`config.mk`:
```
export PLATFORM = sky130hd
export DESIGN_NAME = flash_playback_ctrl
export DESIGN_NICKNAME = d
export VERILOG_FILES = /design/src/rtl/flash_playback_ctrl.sv
export SDC_FILE = /design/constraint.sdc
export NUM_CORES = 1
export LEC_CHECK = 0
export ABC_AREA = 1
export CAP_MARGIN = 10
export CORE_MARGIN = 3
export CORE_UTILIZATION = 55
export CTS_CLUSTER_DIAMETER = 200
export DETAILED_ROUTE_END_ITERATION = 12
export HOLD_SLACK_MARGIN = 0.1
export PLACE_DENSITY = 0.81
export SLEW_MARGIN = 20
export SYNTH_ARGS = -nofsm -noshare
export SYNTH_HDL_FRONTEND = slang
export SYNTH_SLANG_ARGS = --single-unit
```
`constraint.sdc`:
```
create_clock -name clk_50 -period 3.05 [get_ports clk_50]
set_clock_uncertainty 0.05 [all_clocks]
set_input_delay 0.61 -clock clk_50 [delete_from_list [all_inputs] [get_ports clk_50]]
set_output_delay 0.61 -clock clk_50 [all_outputs]
set_load 0.02 [all_outputs]
```
`src/rtl/flash_playback_ctrl.sv`:
```
// Audio playback sequencer: fetches 32-bit words from the board flash over
// Avalon-MM and hands out one 16-bit sample per sample tick. Each fetched word
// carries two samples, so flash is only read on every second serviced tick.
//
//   state | meaning
//   IDLE  | waiting for a sample tick; restart applies immediately here
//   REQ   | flash_read asserted, address held until waitrequest drops
//   WAIT  | read accepted, waiting for readdatavalid
//   EMIT  | sample_valid high; advance half/address or apply pending restart
module flash_playback_ctrl #(
  parameter int                ADDR_W     = 23,
  parameter logic [ADDR_W-1:0] START_ADDR = 23'h000000,
  parameter logic [ADDR_W-1:0] END_ADDR   = 23'h07FFFF
) (
  input  logic              clk_50,
  input  logic              reset,
  input  logic              sample_tick,
  input  logic              play,
  input  logic              dir,
  input  logic              restart,
  output logic              flash_read,
  output logic [ADDR_W-1:0] flash_address,
  output logic [3:0]        flash_byteenable,
  input  logic              flash_waitrequest,
  input  logic [31:0]       flash_readdata,
  input  logic              flash_readdatavalid,
  output logic [15:0]       sample,
  output logic              sample_valid,
  output logic              overrun
);

  typedef enum logic [1:0] {
    S_IDLE = 2'd0,
    S_REQ  = 2'd1,
    S_WAIT = 2'd2,
    S_EMIT = 2'd3
  } state_t;

  localparam logic [ADDR_W-1:0] ADDR_ONE = ADDR_W'(1);

  state_t            state_q;
  logic [ADDR_W-1:0] addr_q;
  logic [31:0]       word_q;
  logic              have_word_q;
  logic              half_q;
  logic              word_dir_q;
  logic              restart_pend_q;
  logic [15:0]       sample_q;
  logic              sample_valid_q;
  logic              flash_read_q;
  logic              overrun_q;

  logic              tick_play;
  logic [ADDR_W-1:0] addr_step_d;
  logic [ADDR_W-1:0] addr_restart_d;

  // Upper half is taken when the word plays backward XOR the second half is due.
  function automatic logic [15:0] pick_half(input logic [31:0] w, input logic use_hi);
    return use_hi ? w[31:16] : w[15:0];
  endfunction

  assign tick_play = sample_tick & play;

  // Next word address after a fully consumed word, wrapping at the region ends.
  always_comb begin
    addr_step_d    = addr_q;
    addr_restart_d = dir ? END_ADDR : START_ADDR;
    if (word_dir_q) begin
      addr_step_d = (addr_q == START_ADDR) ? END_ADDR : (addr_q - ADDR_ONE);
    end else begin
      addr_step_d = (addr_q == END_ADDR) ? START_ADDR : (addr_q + ADDR_ONE);
    end
  end

  // Playback FSM with all outputs registered.
  always_ff @(posedge clk_50 or posedge reset) begin
    if (reset) begin
      state_q        <= S_IDLE;
      addr_q         <= START_ADDR;
      word_q         <= 32'h0;
      have_word_q    <= 1'b0;
      half_q         <= 1'b0;
      word_dir_q     <= 1'b0;
      restart_pend_q <= 1'b0;
      sample_q       <= 16'h0000;
      sample_valid_q <= 1'b0;
      flash_read_q   <= 1'b0;
      overrun_q      <= 1'b0;
    end else begin
      sample_valid_q <= 1'b0;
      case (state_q)
        S_IDLE: begin
          if (restart) begin
            // A coincident tick is dropped: the restart address is not yet
            // visible on flash_address, so fetching now would read stale data.
            addr_q         <= addr_restart_d;
            have_word_q    <= 1'b0;
            half_q         <= 1'b0;
            overrun_q      <= 1'b0;
            restart_pend_q <= 1'b0;
          end else if (tick_play) begin
            if (have_word_q) begin
              sample_q       <= pick_half(word_q, word_dir_q ^ half_q);
              sample_valid_q <= 1'b1;
              state_q        <= S_EMIT;
            end else begin
              flash_read_q <= 1'b1;
              state_q      <= S_REQ;
            end
          end
        end
        S_REQ: begin
          if (restart) restart_pend_q <= 1'b1;
          if (!flash_waitrequest) begin
            flash_read_q <= 1'b0;
            word_dir_q   <= dir;
            state_q      <= S_WAIT;
          end
        end
        S_WAIT: begin
          if (restart) restart_pend_q <= 1'b1;
          if (flash_readdatavalid) begin
            word_q         <= flash_readdata;
            have_word_q    <= 1'b1;
            half_q         <= 1'b0;
            sample_q       <= pick_half(flash_readdata, word_dir_q);
            sample_valid_q <= 1'b1;
            state_q        <= S_EMIT;
          end
        end
        S_EMIT: begin
          if (restart || restart_pend_q) begin
            addr_q         <= addr_restart_d;
            have_word_q    <= 1'b0;
            half_q         <= 1'b0;
            overrun_q      <= 1'b0;
            restart_pend_q <= 1'b0;
          end else if (!half_q) begin
            half_q <= 1'b1;
          end else begin
            have_word_q <= 1'b0;
            half_q      <= 1'b0;
            addr_q      <= addr_step_d;
          end
          state_q <= S_IDLE;
        end
        default: begin
          state_q      <= S_IDLE;
          flash_read_q <= 1'b0;
        end
      endcase
      // Placed after the case so a dropped tick wins over a same-cycle clear.
      if (tick_play && (state_q != S_IDLE)) overrun_q <= 1'b1;
    end
  end

  assign flash_read       = flash_read_q;
  assign flash_address    = addr_q;
  assign flash_byteenable = 4'hF;
  assign sample           = sample_q;
  assign sample_valid     = sample_valid_q;
  assign overrun          = overrun_q;

endmodule

```
### Word level (Yosys, flattened, before mapping)

Cells that the tools add are included.

| word-level totals | value |
|---|---|
| output and inout bits | 46 |
| input port bits | 40 |
| register bits after elaboration | 80 |
| logic and storage cells | 98 |

| cells by class | value |
|---|---|
| reduce and logical (&&, ||, !) cells | 21 |
| bitwise logic cells | 3 |
| $add $sub $neg | 2 |
| muxes and demuxes | 45 |
| eq/ne operators | 16 |

Operator list:

| kind | count |
|---|---|
| two-way mux 23 bit | 6 |
| two-way mux 16 bit | 6 |
| case mux 23 bit (2 select lines) | 1 |
| case mux 16 bit (2 select lines) | 1 |
| adder 23 x 1 -> 23 bit (second input constant) | 1 |
| equality test 23 x 19 -> 1 bit (second input constant) | 1 |
| logical NOT 23 bit | 1 |
| subtractor 23 x 1 -> 23 bit (second input constant) | 1 |
| two-way mux 19 bit | 1 |
| two-way mux 1 bit | 18 |
| inequality test 2 bit (second input constant) | 8 |
| AND reduction 3 bit | 4 |
| two-way mux 2 bit | 5 |
| AND reduction 5 bit | 2 |
| inequality test 3 bit (second input constant) | 3 |
| case mux 1 bit (3 select lines) | 3 |
| case mux 2 bit (4 select lines) | 1 |
| AND reduction 4 bit | 2 |
| nonzero test 2 bit | 4 |
| case mux 1 bit (2 select lines) | 3 |
| nonzero test 3 bit | 2 |
| equality test 2 bit (second input constant) | 2 |
| AND reduction 2 bit | 2 |
| equality test 2 x 1 -> 1 bit (second input constant) | 1 |
| 8 further kinds | 8 |

### Depth between registers and ports, before layout

Gate-level depths: netlist of run 1.

| depth | value |
|---|---|
| depth after elaboration | 6 |
| depth in mapped cells | 12 |
| gate-level depth less buffers | 11 |

### Worst setup path after synthesis of run 1

No wires, ideal clock.

| timing | value |
|---|---|
| path kind | register -> register |
| from | register addr_q[0], in the netlist flash_address[0] |
| to | register addr_q[3], in the netlist flash_address[3] |
| required time | 2872 ps |
| buffers on the path | 0 |
| setup slack | 1232 ps |
| stages on the path, launching flop included | 11 |
| setup time | 128 ps |
| data arrival time | 1641 ps |
| period minus slack after synthesis | 1818 ps |
| cell sequence | dfrtp_1 -> ha_1 -> nand2_1 -> nor2_4 -> nand2_2 -> nor2_4 -> nand2_4 -> nand3b_2 -> nand3_1 -> nand2_1 -> nand3_1 |

| between the ends | value |
|---|---|
| cells in the longest elaborated chain, start to end | 6 |
| elaborated cells between the ends (all ways) | 10 |
| classes of those cells | add/sub: 2; eq/ne: 1; mux: 6; reduce/logical: 1 |

Ends and longest elaborated chain:

| what | RTL line | RTL |
|---|---|---|
| from (decl) | 42 | `logic [ADDR_W-1:0] addr_q;` |
| from (signal assigned) | 96 | `addr_q <= addr_restart_d;` |
| from (signal assigned) | 133 | `addr_q <= addr_restart_d;` |
| from (signal assigned) | 143 | `addr_q <= addr_step_d;` |
| adder 23 x 1 -> 23 bit, or another cell as far along | 71 | `addr_step_d = (addr_q == END_ADDR) ? START_ADDR : (addr_q + ADDR_ONE);` |
| two-way mux 23 bit (on tied branches) | 71, 69 |  |
| two-way mux 23 bit * | 68 | `if (word_dir_q) begin` |
| two-way mux 23 bit * | 138 | `end else if (!half_q) begin` |
| two-way mux 23 bit * | 132 | `if (restart \|\| restart_pend_q) begin` |
| case mux 23 bit (2 select lines) * | 91 | `case (state_q)` |

Mark *: on every way between the ends. The rest lies on a longest branch, timed or not. The select of a mux whose other input is x is not followed.
A chain may end at the register's enable or synchronous reset.

### Worst setup path in the final report of run 1

| timing | value |
|---|---|
| from | register state_q[0] |
| to | register addr_q[0], in the netlist flash_address[0] |

| between the ends | value |
|---|---|
| cells in the longest elaborated chain, start to end | 3 |
| elaborated cells between the ends (all ways) | 7 |
| classes of those cells | eq/ne: 3; mux: 1; reduce/logical: 3 |

Ends and longest elaborated chain:

| what | RTL line | RTL |
|---|---|---|
| from (decl) | 41 | `state_t state_q;` |
| from (signal assigned) | 78 | `state_q <= S_IDLE;` |
| from (signal assigned) | 105 | `state_q <= S_EMIT;` |
| from (signal assigned) | 108 | `state_q <= S_REQ;` |
| equality test 2 bit / logical NOT 2 bit (equally long branches) | 91 |  |
| inequality test 3 bit (no line), or another cell as far along | - |  |
| AND reduction 3 bit (no line) | - |  |

Parallel ways exist; a longest one is shown, timed or not.

==> impl_results.md, run 1 <==
- Arrival time at the worst endpoint: 2.57 ns
- Slowest library cell on the worst path: dfrtp_1
- Max frequency: roughly 0.43 GHz
- Largest family of logic cells by synthesized area: simple AND/OR/NAND/NOR gates
- Leakage: ~3.2 nW
- Relative slew slack: 0.402
- RSZ-0062 raised after global routing: false
- Clock tree buffer depth: 2
- Initial antenna violation count: 0
- Setup WS pre-CTS: between 0.5 and 0.6 ns
- Remaining DRCs: 0
- Clk pin slew, worst setup/hold paths: about 0.08 ns
- Critical Path Start: state_q[0]
- Crit path cell chain: inv_1, ha_1, nand2_1, o21ai_1, nand2_1, inv_2, nand2_1, inv_2, nand3_1, nand3_1
- CTS tree: done
- Worst hold slack: 0.442 ns
- Final worst-path setup slack: 0.698 ns
- Hold crit path type: flip-flop to flip-flop
- Pwr Total: roughly 6.5 mW
- Starting DRT DRC Count: roughly 410
- DP Area: ~6400 um^2
- Crit path max fanout: 23
- Syn_area_per_cell: between 6 and 7 um^2
- CTS root buf: clkbuf_8
- P&R area growth vs syn: 18.7%
- Post-synthesis xor/xnor area fraction: 0.0143
- Commonest non-fill, non-tap cell in the layout: nand2_1
- CP max stage delay: slightly above 0.4 ns
- Hold bufs inserted after CTS: 0
- Htree depth: 3
- Crit path max-delay family: buffers and inverters
- Yosys cell types: 33
- Drt pass-1 iters: 5
- Post-Synthesis Cells: ~820
- Post-synthesis adder-cell area fraction: 0.0159
- CP Class: flip-flop to flip-flop
- Worst Tran Pin Value: 0.891 ns
- Worst EP required: 3.26 ns
- R2r setup slk: between 0.6 and 0.7 ns
- Post-synthesis mux area share: 0.00204
- Total Neg Setup Slack: 0 ns
- Most frequent cells in the layout: nand2_1 (238), inv_1 (117), clkdlybuf4s50_1 (81), dfrtp_1 (80), nand3_1 (64)
- Post-CTS setup buffers: 0
- Most frequent CP cell: nand2_1
- First-pass GRT wire length: about 26000 um
- Die Area: approximately 11000 um^2
- Max Cap Viol: 0
- Routed wire length: 15400 um
- Yosys warning count: 0
- Most common flop cell mapped by yosys: dfrtp_1
- Hold violation total from the final report: 0
- Total grt overflow: 0
- Critical path capture point type: flip-flop
- Share of synthesized registers carrying an async set or reset: 1.00
- Port Buf Inserts: 81
- # resized after CTS: 0
- PwrDens: 991 nW/um^2
- Synth Area in Simple Gates: 0.323
- Routability cong.: around 0.92
- Insertion delay to the later sink of the worst-skew pair: roughly 0.36 ns
- Fin crit share: 0.771
- Reg2reg end: flash_address[0]
- DR vias: around 5700
- Compound-Gate Fraction of Synth Area: 0.153
- Vias per cell: around 5.6
- CTS Buf Count: 9
- Status: complete, no violations
- Seq/Total Area, Yosys: 0.362
- IO Pins: 86
- Vias in the first global route: 5559
- CP Launch Type: flip-flop
- DP HPWL: around 11000 um
- Average wire per standard cell: 15.2 um
- Hold Path Depth: 2
- Post-route ant nets: 0
- Die height: approximately 110 um
- Nets: between 900 and 1000
- Starting density of the core: 0.581
- Core box area: 9500 um^2
- Gr usage total: 0.282
- Row count: 35
- Min Tclk post-route: 2.35 ns
- Final instance area: between 6000 and 7000 um^2
- Hold path startpoint: word_q[21]
- CTS Sinks: 80
- Synthesis-stage register bit count: 80
- Layout cells sized above 1: 0.0710
- Largest net degree at the start of global routing: 81
- Synth Cell Area: 5520 um^2
- Reg2reg path depth: 10
- Hold EP: word_q[21]
- Pins over their slew limit: 0
- Number of synthesized flops with an enable pin: 0
- Final setup viols: 0
- Diodes inserted: 0
- Worst VDD drop: between 0.0006 and 0.0007 V
- Die Span X: around 110 um
- R2R Path Start: state_q[0]
- Worst Path Buf+Inv: 3
cell usage after synthesis, drive strengths merged (8+ instances only):
library cell	count	area, um^2
a21oi	41	205
a22oi	15	113
buf	28	176
clkbuf	18	67.6
dfrtp	80	2000
inv	123	462
nand2	245	942
nand3	66	340
nand4	15	93.8
nor2	74	375
o211ai	20	150
o21ai	72	360
xor2	8	70.1
worst max-delay path by stage:
stage                                  end  slack [ns]  cells after the start
after floorplan           flash_address[0]        0.34                      1
after global placement    flash_address[0]        0.66                     10
after detailed placement  flash_address[0]        0.55                     10
after CTS                 flash_address[5]        0.72                      1
after global routing      flash_address[0]        0.47                     10
final                     flash_address[0]        0.70                     10
metrics by stage:
| step | util | std cells |
|---|---|---|
| finish | 0.690 | 1016 |
| global route | 0.690 | 1016 |
| CTS | 0.690 | 1016 |
| detailed placement | 0.669 | 1000 |
| global placement | 0.669 | 1000 |
| floorplan | - | 826 |
report_power, final:
group / internal [mW] / switching (mW) / total [mW]
Combinational: 1.39 / 2.28 / 3.67
Sequential: 1.52 / 0.505 / 2.02
Clock: 0.382 / 0.411 / 0.792
worst min-delay path, stage by stage (launching register included):
cell	delay [ns]
dfrtp_1	0.35
nand2_1	0.05
o21ai_0	0.06
state kept, by name, summed over array words and instances (netlist names):
| name | flops |
|---|---|
| word_dir_q | 1 |
| sample_valid | 1 |
| sample | 16 |
| state_q | 2 |
| restart_pend_q | 1 |
| have_word_q | 1 |
| flash_read | 1 |
| half_q | 1 |
| word_q | 32 |
| overrun | 1 |
| flash_address | 23 |
per-layer routing:
metal,global-route usage,up-vias,part of all wire
met4,0.101,0,0.015
met5,0,-,0
met2,0.472,222,0.48
met3,0.0510,25,0.075
met1,0.366,2681,0.43
li1,-,2740,-
final cells by class:
type,count,area [um^2]
Clock buffer,10,128
Clock inverter,6,67.6
Fill cell,853,2950
Inverter,124,467
Multi-Input combinational cell,576,2830
Sequential cell,80,2000
Tap cell,129,161
Timing Repair Buffer,91,898
cells by family after synthesis:
| kind of cell | count (synthesis) |
|---|---|
| flops | 80 |
| xor+xnor | 9 |
| fa+ha+maj | 7 |
| mux | 1 |
| other cells | 1 |
| buf+inv | 170 |
| simple gates | 405 |
| compound gates | 150 |
Power figures use the tool's default switching activity.
==> run 2: changes to the inputs <==
CORE_UTILIZATION = 50   (was 55)
PLACE_DENSITY = 0.78   (was 0.81)
clock period = 2.15 ns   (was 3.05 ns; I/O delays follow)
==> impl_results.md, run 2 (synthesized netlist as in run 1, its figures left out) <==
- Status: complete, no violations
- Gr usage total: 0.249 (-0.0333)
- # resized after CTS: 1 (+1)
- Hold bufs inserted after CTS: 0 (unchanged)
- Min Tclk post-route: about 2.1 ns
- Total grt overflow: 0 (unchanged)
- Remaining DRCs: 0 (unchanged)
- Final worst-path setup slack: 0.0534 ns (-0.645 ns)
- Clock tree buffer depth: 2 (unchanged)
- Pwr Total: 9.51 mW (+47%)
- Clk pin slew, worst setup/hold paths: 0.09 ns (about the same)
- IO Pins: 86 (unchanged)
- DP Area: 6510 um^2 (+2.4%)
- Critical path capture point type: output port
- Post-CTS setup buffers: 0 (unchanged)
- Number of cells on the critical path: 1 (-9)
- Post-route ant nets: 0 (unchanged)
- Relative slew slack: 0.652 (+0.250)
- Crit path max-delay family: buffers and inverters
- Hold crit path type: input port to async pin
- CP max stage delay: 0.68 ns (+0.27 ns)
- Worst hold slack: 0.401 ns (-0.0410 ns)
- Max frequency: ~0.48 GHz
- Nets: 938 (+0.97%)
- CTS Buf Count: 9 (unchanged)
- Average wire per standard cell: 14.9 um (-2.3%)
- Routed wire length: 15300 um (-0.75%)
- Most frequent cells in the layout: nand2_1 (238), inv_1 (117), clkdlybuf4s50_1 (81), dfrtp_1 (76), nand3_1 (64)
- Hold violation total from the final report: 0 (unchanged)
- Starting DRT DRC Count: 518 (+27%)
- Port Buf Inserts: 81 (unchanged)
- First-pass GRT wire length: 25800 um (about the same)
- Layout cells sized above 1: 0.0848 (+0.0138)
- Diodes inserted: 0 (unchanged)
- CP Class: flip-flop to output port
- Worst EP required: 1.67 ns (-1.59 ns)
- Worst Path Buf+Inv: 1 (-2)
- Final instance area: 6740 um^2 (+2.8%)
- Row count: 37 (+5.7%)
- Initial antenna violation count: 0 (unchanged)
- Post-layout util: 0.638 (-0.0512)
- Die Span X: 111 um (+4.6%)
- Max reg flops: 32 (unchanged)
- Commonest non-fill, non-tap cell in the layout: nand2_1
- Fin crit share: 0.975
- Insertion delay to the later sink of the worst-skew pair: 0.36 ns (about the same)
- Reg with most FFs: word_q
- Worst Tran Pin Value: 0.521 ns (-0.371 ns)
- Core box area: 10600 um^2 (+11%)
- Vias per cell: 5.50 (-1.4%)
- Starting density of the core: 0.523 (-0.0579)
- CP Launch Type: flip-flop
- Leakage: 3.30 nW (+2.4%)
- Placed Cells: 1016 (+1.6%)
- Arrival time at the worst endpoint: 1.62 ns (-0.95 ns)
- Reg2reg path depth: 10 (unchanged)
- RSZ-0062 raised after global routing: false
- CTS Sinks: 80 (unchanged)
- Final setup viols: 0 (unchanged)
- Non-Filler Instances: 1032 (+1.6%)
- Crit path max fanout: 7 (-70%)
- Setup WS pre-CTS: 0.0299 ns (-0.515 ns)
- Largest net degree at the start of global routing: 61 (-25%)
- DR vias: 5678 (+0.18%)
- CTS root buf: clkbuf_8
- Total Neg Setup Slack: 0 ns (unchanged)
- DP HPWL: 10900 um (+0.72%)
- CTS tree: done
- Die Area: 12300 um^2 (+9.4%)
- Max Cap Viol: 0 (unchanged)
- Vias in the first global route: 5526 (-0.59%)
- Pins over their slew limit: 0 (unchanged)
- Htree depth: 3 (unchanged)
- Crit path cell chain: clkdlybuf4s50_1
- Routability cong.: 0.970 (+5.8%)
- Die height: 111 um (+4.6%)
- Worst VDD drop: 0.000825 V (+26%)
- P&R area growth vs syn: 22.0%
- Drt pass-1 iters: 5 (unchanged)
- Slowest library cell on the worst path: clkdlybuf4s50_1
- PwrDens: 1410 nW/um^2 (+43%)
-- run 2: report_power, final --
part / internal [mW] / switching, mW / leakage, nW
registers: 2.16 / 0.704 / 0.979
logic: 2.12 / 3.26 / 2.21
clock network: 0.661 / 0.602 / 0.103
total: 4.95 / 4.57 / 3.30
-- run 2: layer usage --
layer	global-route usage	part of all wire	up-vias
li1	-	-	2746
met1	0.325	0.42	2614
met2	0.407	0.47	275
met3	0.0519	0.082	43
met4	0.0925	0.022	0
met5	0	0	-
-- run 2: layout make-up --
type / count / area, um^2
Sequential cell: 80 / 2010
Timing Repair Buffer: 100 / 1040
Clock buffer: 10 / 128
Inverter: 124 / 470
Clock inverter: 6 / 92.6
Tap cell: 136 / 170
Fill cell: 957 / 3820
Multi-Input combinational cell: 576 / 2830
-- run 2: final timing paths --
kind                             startpoint  slack, ns                 to
setup / recovery           flash_address[4]       0.05   flash_address[4]
hold / removal                        reset       0.40  flash_address[19]
setup reg to reg                 state_q[0]       0.18   flash_address[1]
hold reg to reg                   word_q[4]       0.44          word_q[4]
max in group asynchronous             reset       1.16          word_q[2]
min in group clk_50               word_q[4]       0.44          word_q[4]
==> run 3: changes to the inputs <==
HOLD_SLACK_MARGIN = 0.15   (was 0.1)
REMOVE_ABC_BUFFERS = 1   (was not set)
==> impl_results.md, run 3 (synthesized netlist as in run 1, its figures left out) <==
- Status: complete, no violations
- Clk pin slew, worst setup/hold paths: 0.09 ns (about the same)
- Sequential Power Share: 0.299 (-0.002)
- Setup WS pre-CTS: 0.0435 ns (+0.0137 ns)
- Arrival time at the worst endpoint: 1.62 ns (about the same)
- Max Cap Viol: 0 (unchanged)
- Post-layout util: 0.640 (+0.00142)
- Post-route ant nets: 0 (unchanged)
- Min Tclk post-route: 2.10 ns (+0.00364 ns)
- Routability cong.: 0.950 (-2.1%)
- Combinational power share: 0.566 (about the same)
- Max frequency: 0.476 GHz (-0.17%)
- Htree depth: 3 (unchanged)
- Non-Filler Instances: 1037 (+0.48%)
- Port Buf Inserts: 81 (unchanged)
- Diodes inserted: 0 (unchanged)
- Initial antenna violation count: 0 (unchanged)
- Crit path max-delay family: buffers and inverters
- CP max stage delay: 0.68 ns (about the same)
- Max reg flops: 32 (unchanged)
- CP Launch Type: flip-flop
- CTS root buf: clkbuf_8
- Area of the multi-input gates: 2830 um^2 (unchanged)
- Average wire per standard cell: 14.5 um (-2.5%)
- Switching portion of total power: 0.477 (-0.00317)
- CTS Buf Count: 9 (unchanged)
- Vias in the first global route: 5411 (-2.1%)
- Nets: 943 (+0.53%)
- Insertion delay to the later sink of the worst-skew pair: 0.36 ns (about the same)
- RSZ-0062 raised after global routing: false
- Final worst-path setup slack: 0.0497 ns (-0.00364 ns)
- DP HPWL: 10600 um (-2.2%)
- Row count: 37 (unchanged)
- Starting density of the core: 0.523 (unchanged)
- Die Area: 12300 um^2 (unchanged)
- Final setup viols: 0 (unchanged)
- Crit path max fanout: 8 (+1)
- Critical path capture point type: output port
- Starting DRT DRC Count: 523 (+0.97%)
- FF+latch area: 2010 um^2 (unchanged)
- DR vias: 5574 (-1.8%)
- Most frequent cells in the layout: nand2_1 (238), inv_1 (117), clkdlybuf4s50_1 (81), dfrtp_1 (76), nand3_1 (64)
- Gr usage total: 0.247 (-0.00190)
- IO Pins: 86 (unchanged)
- Largest net degree at the start of global routing: 58 (-4.9%)
- Fillers: 999 (+4.4%)
- # resized after CTS: 0 (-1)
- Worst Tran Pin Value: 0.543 ns (+0.0228 ns)
- CTS tree: done
- Hold bufs inserted after CTS: 0 (unchanged)
- Worst VDD drop: 0.000922 V (+12%)
- PwrDens: 1400 nW/um^2 (-0.87%)
- Crit path cell chain: clkdlybuf4s50_1
- Busiest layer in global routing: met2
- Post-CTS setup buffers: 0 (unchanged)
- Routed wire length: 15000 um (-2.0%)
- Vias per cell: 5.38 (-2.3%)
- Layout cells sized above 1: 0.0910 (+0.00619)
- Placed Cells: 1021 (+0.49%)
- CP Class: flip-flop to output port
- Slowest library cell on the worst path: clkdlybuf4s50_1
- Reg with most FFs: word_q
- Commonest non-fill, non-tap cell in the layout: nand2_1
- Drt pass-1 iters: 5 (unchanged)
- Total grt overflow: 0 (unchanged)
- Leakage: 3.32 nW (+0.59%)
- Fin crit share: 0.977 (+0.00169)
- P&R area growth vs syn: 22.3%
- Met3 Usage GRT: 0.0437 (-0.00819)
- Met1 Usage GRT: 0.345 (+0.0202)
- Worst EP required: 1.67 ns (about the same)
- Worst Path Buf+Inv: 1 (unchanged)
- Hold violation total from the final report: 0 (unchanged)
- P_sw: 4.51 mW (-1.3%)
- Die Span X: 111 um (unchanged)
- Pins over their slew limit: 0 (unchanged)
- Die height: 111 um (unchanged)
- First-pass GRT wire length: 25500 um (-1.3%)
- Clock tree buffer depth: 2 (unchanged)
- Core box area: 10600 um^2 (unchanged)
- Clock power frac: 0.135 (+0.002)
- Hold crit path type: input port to async pin
- CTS Sinks: 80 (unchanged)
- Relative slew slack: 0.637 (-0.0149)
- Global-route met2 utilization: 0.381 (-0.0263)
- Remaining DRCs: 0 (unchanged)
- Internal: 4.94 mW (about the same)
-- run 3: cell count changes in the layout (fill, tap and decap cells not counted) --
cell	previous run	this run
inv_2	4	5
inv_8	0	1
buf_4	12	19
clkbuf_1	1	0
buf_12	7	5
clkinv_4	1	0
-- run 3: final timing paths --
kind / endpoint / from / cells after the start / slack (ns)
max: flash_address[3] / flash_address[3] / 1 / 0.05
min: word_q[0] / reset / 2 / 0.37
max reg2reg: flash_address[22] / flash_address[1] / 9 / 0.21
min reg2reg: word_q[2] / word_q[2] / 2 / 0.44
max in group asynchronous: word_q[5] / reset / 3 / 1.14
min in group clk_50: word_q[2] / word_q[2] / 2 / 0.44
-- run 3: routing by layer --
metal  part of all wire  wire length [um]
met5                  0                 0
met4              0.023               342
met3              0.076              1150
met2               0.46              6860
met1               0.44              6670
-- run 3: layout make-up --
type | count | share of cell area
Inverter | 124 | 0.0691
Clock inverter | 7 | 0.0152
Multi-Input combinational cell | 576 | 0.419
Tap cell | 136 | 0.0252
Sequential cell | 80 | 0.297
Clock buffer | 9 | 0.0183
Timing Repair Buffer | 105 | 0.156
-- run 3: power by group through the flow --
stage | Combinational, mW | Clock [mW] | Sequential [mW]
floorplan | 3.00 | 0 | 3.13
global placement | 5.20 | 0 | 2.81
detailed placement | 5.29 | 0 | 2.83
CTS | 5.32 | 1.29 | 2.80
global route | 6.00 | 1.35 | 2.92
finish | 5.35 | 1.28 | 2.83
-- run 3: stage by stage --
stage	power [mW]	TNS, ns	hold slack [ns]	instance area, um^2
global route	10.3	0	0.417	6750
floorplan	6.13	-42.93	0.403	5290
detailed placement	8.12	0	0.423	6520
finish	9.45	0	0.369	6750
CTS	9.41	0	0.374	6750
global placement	8.01	0	0.415	6520
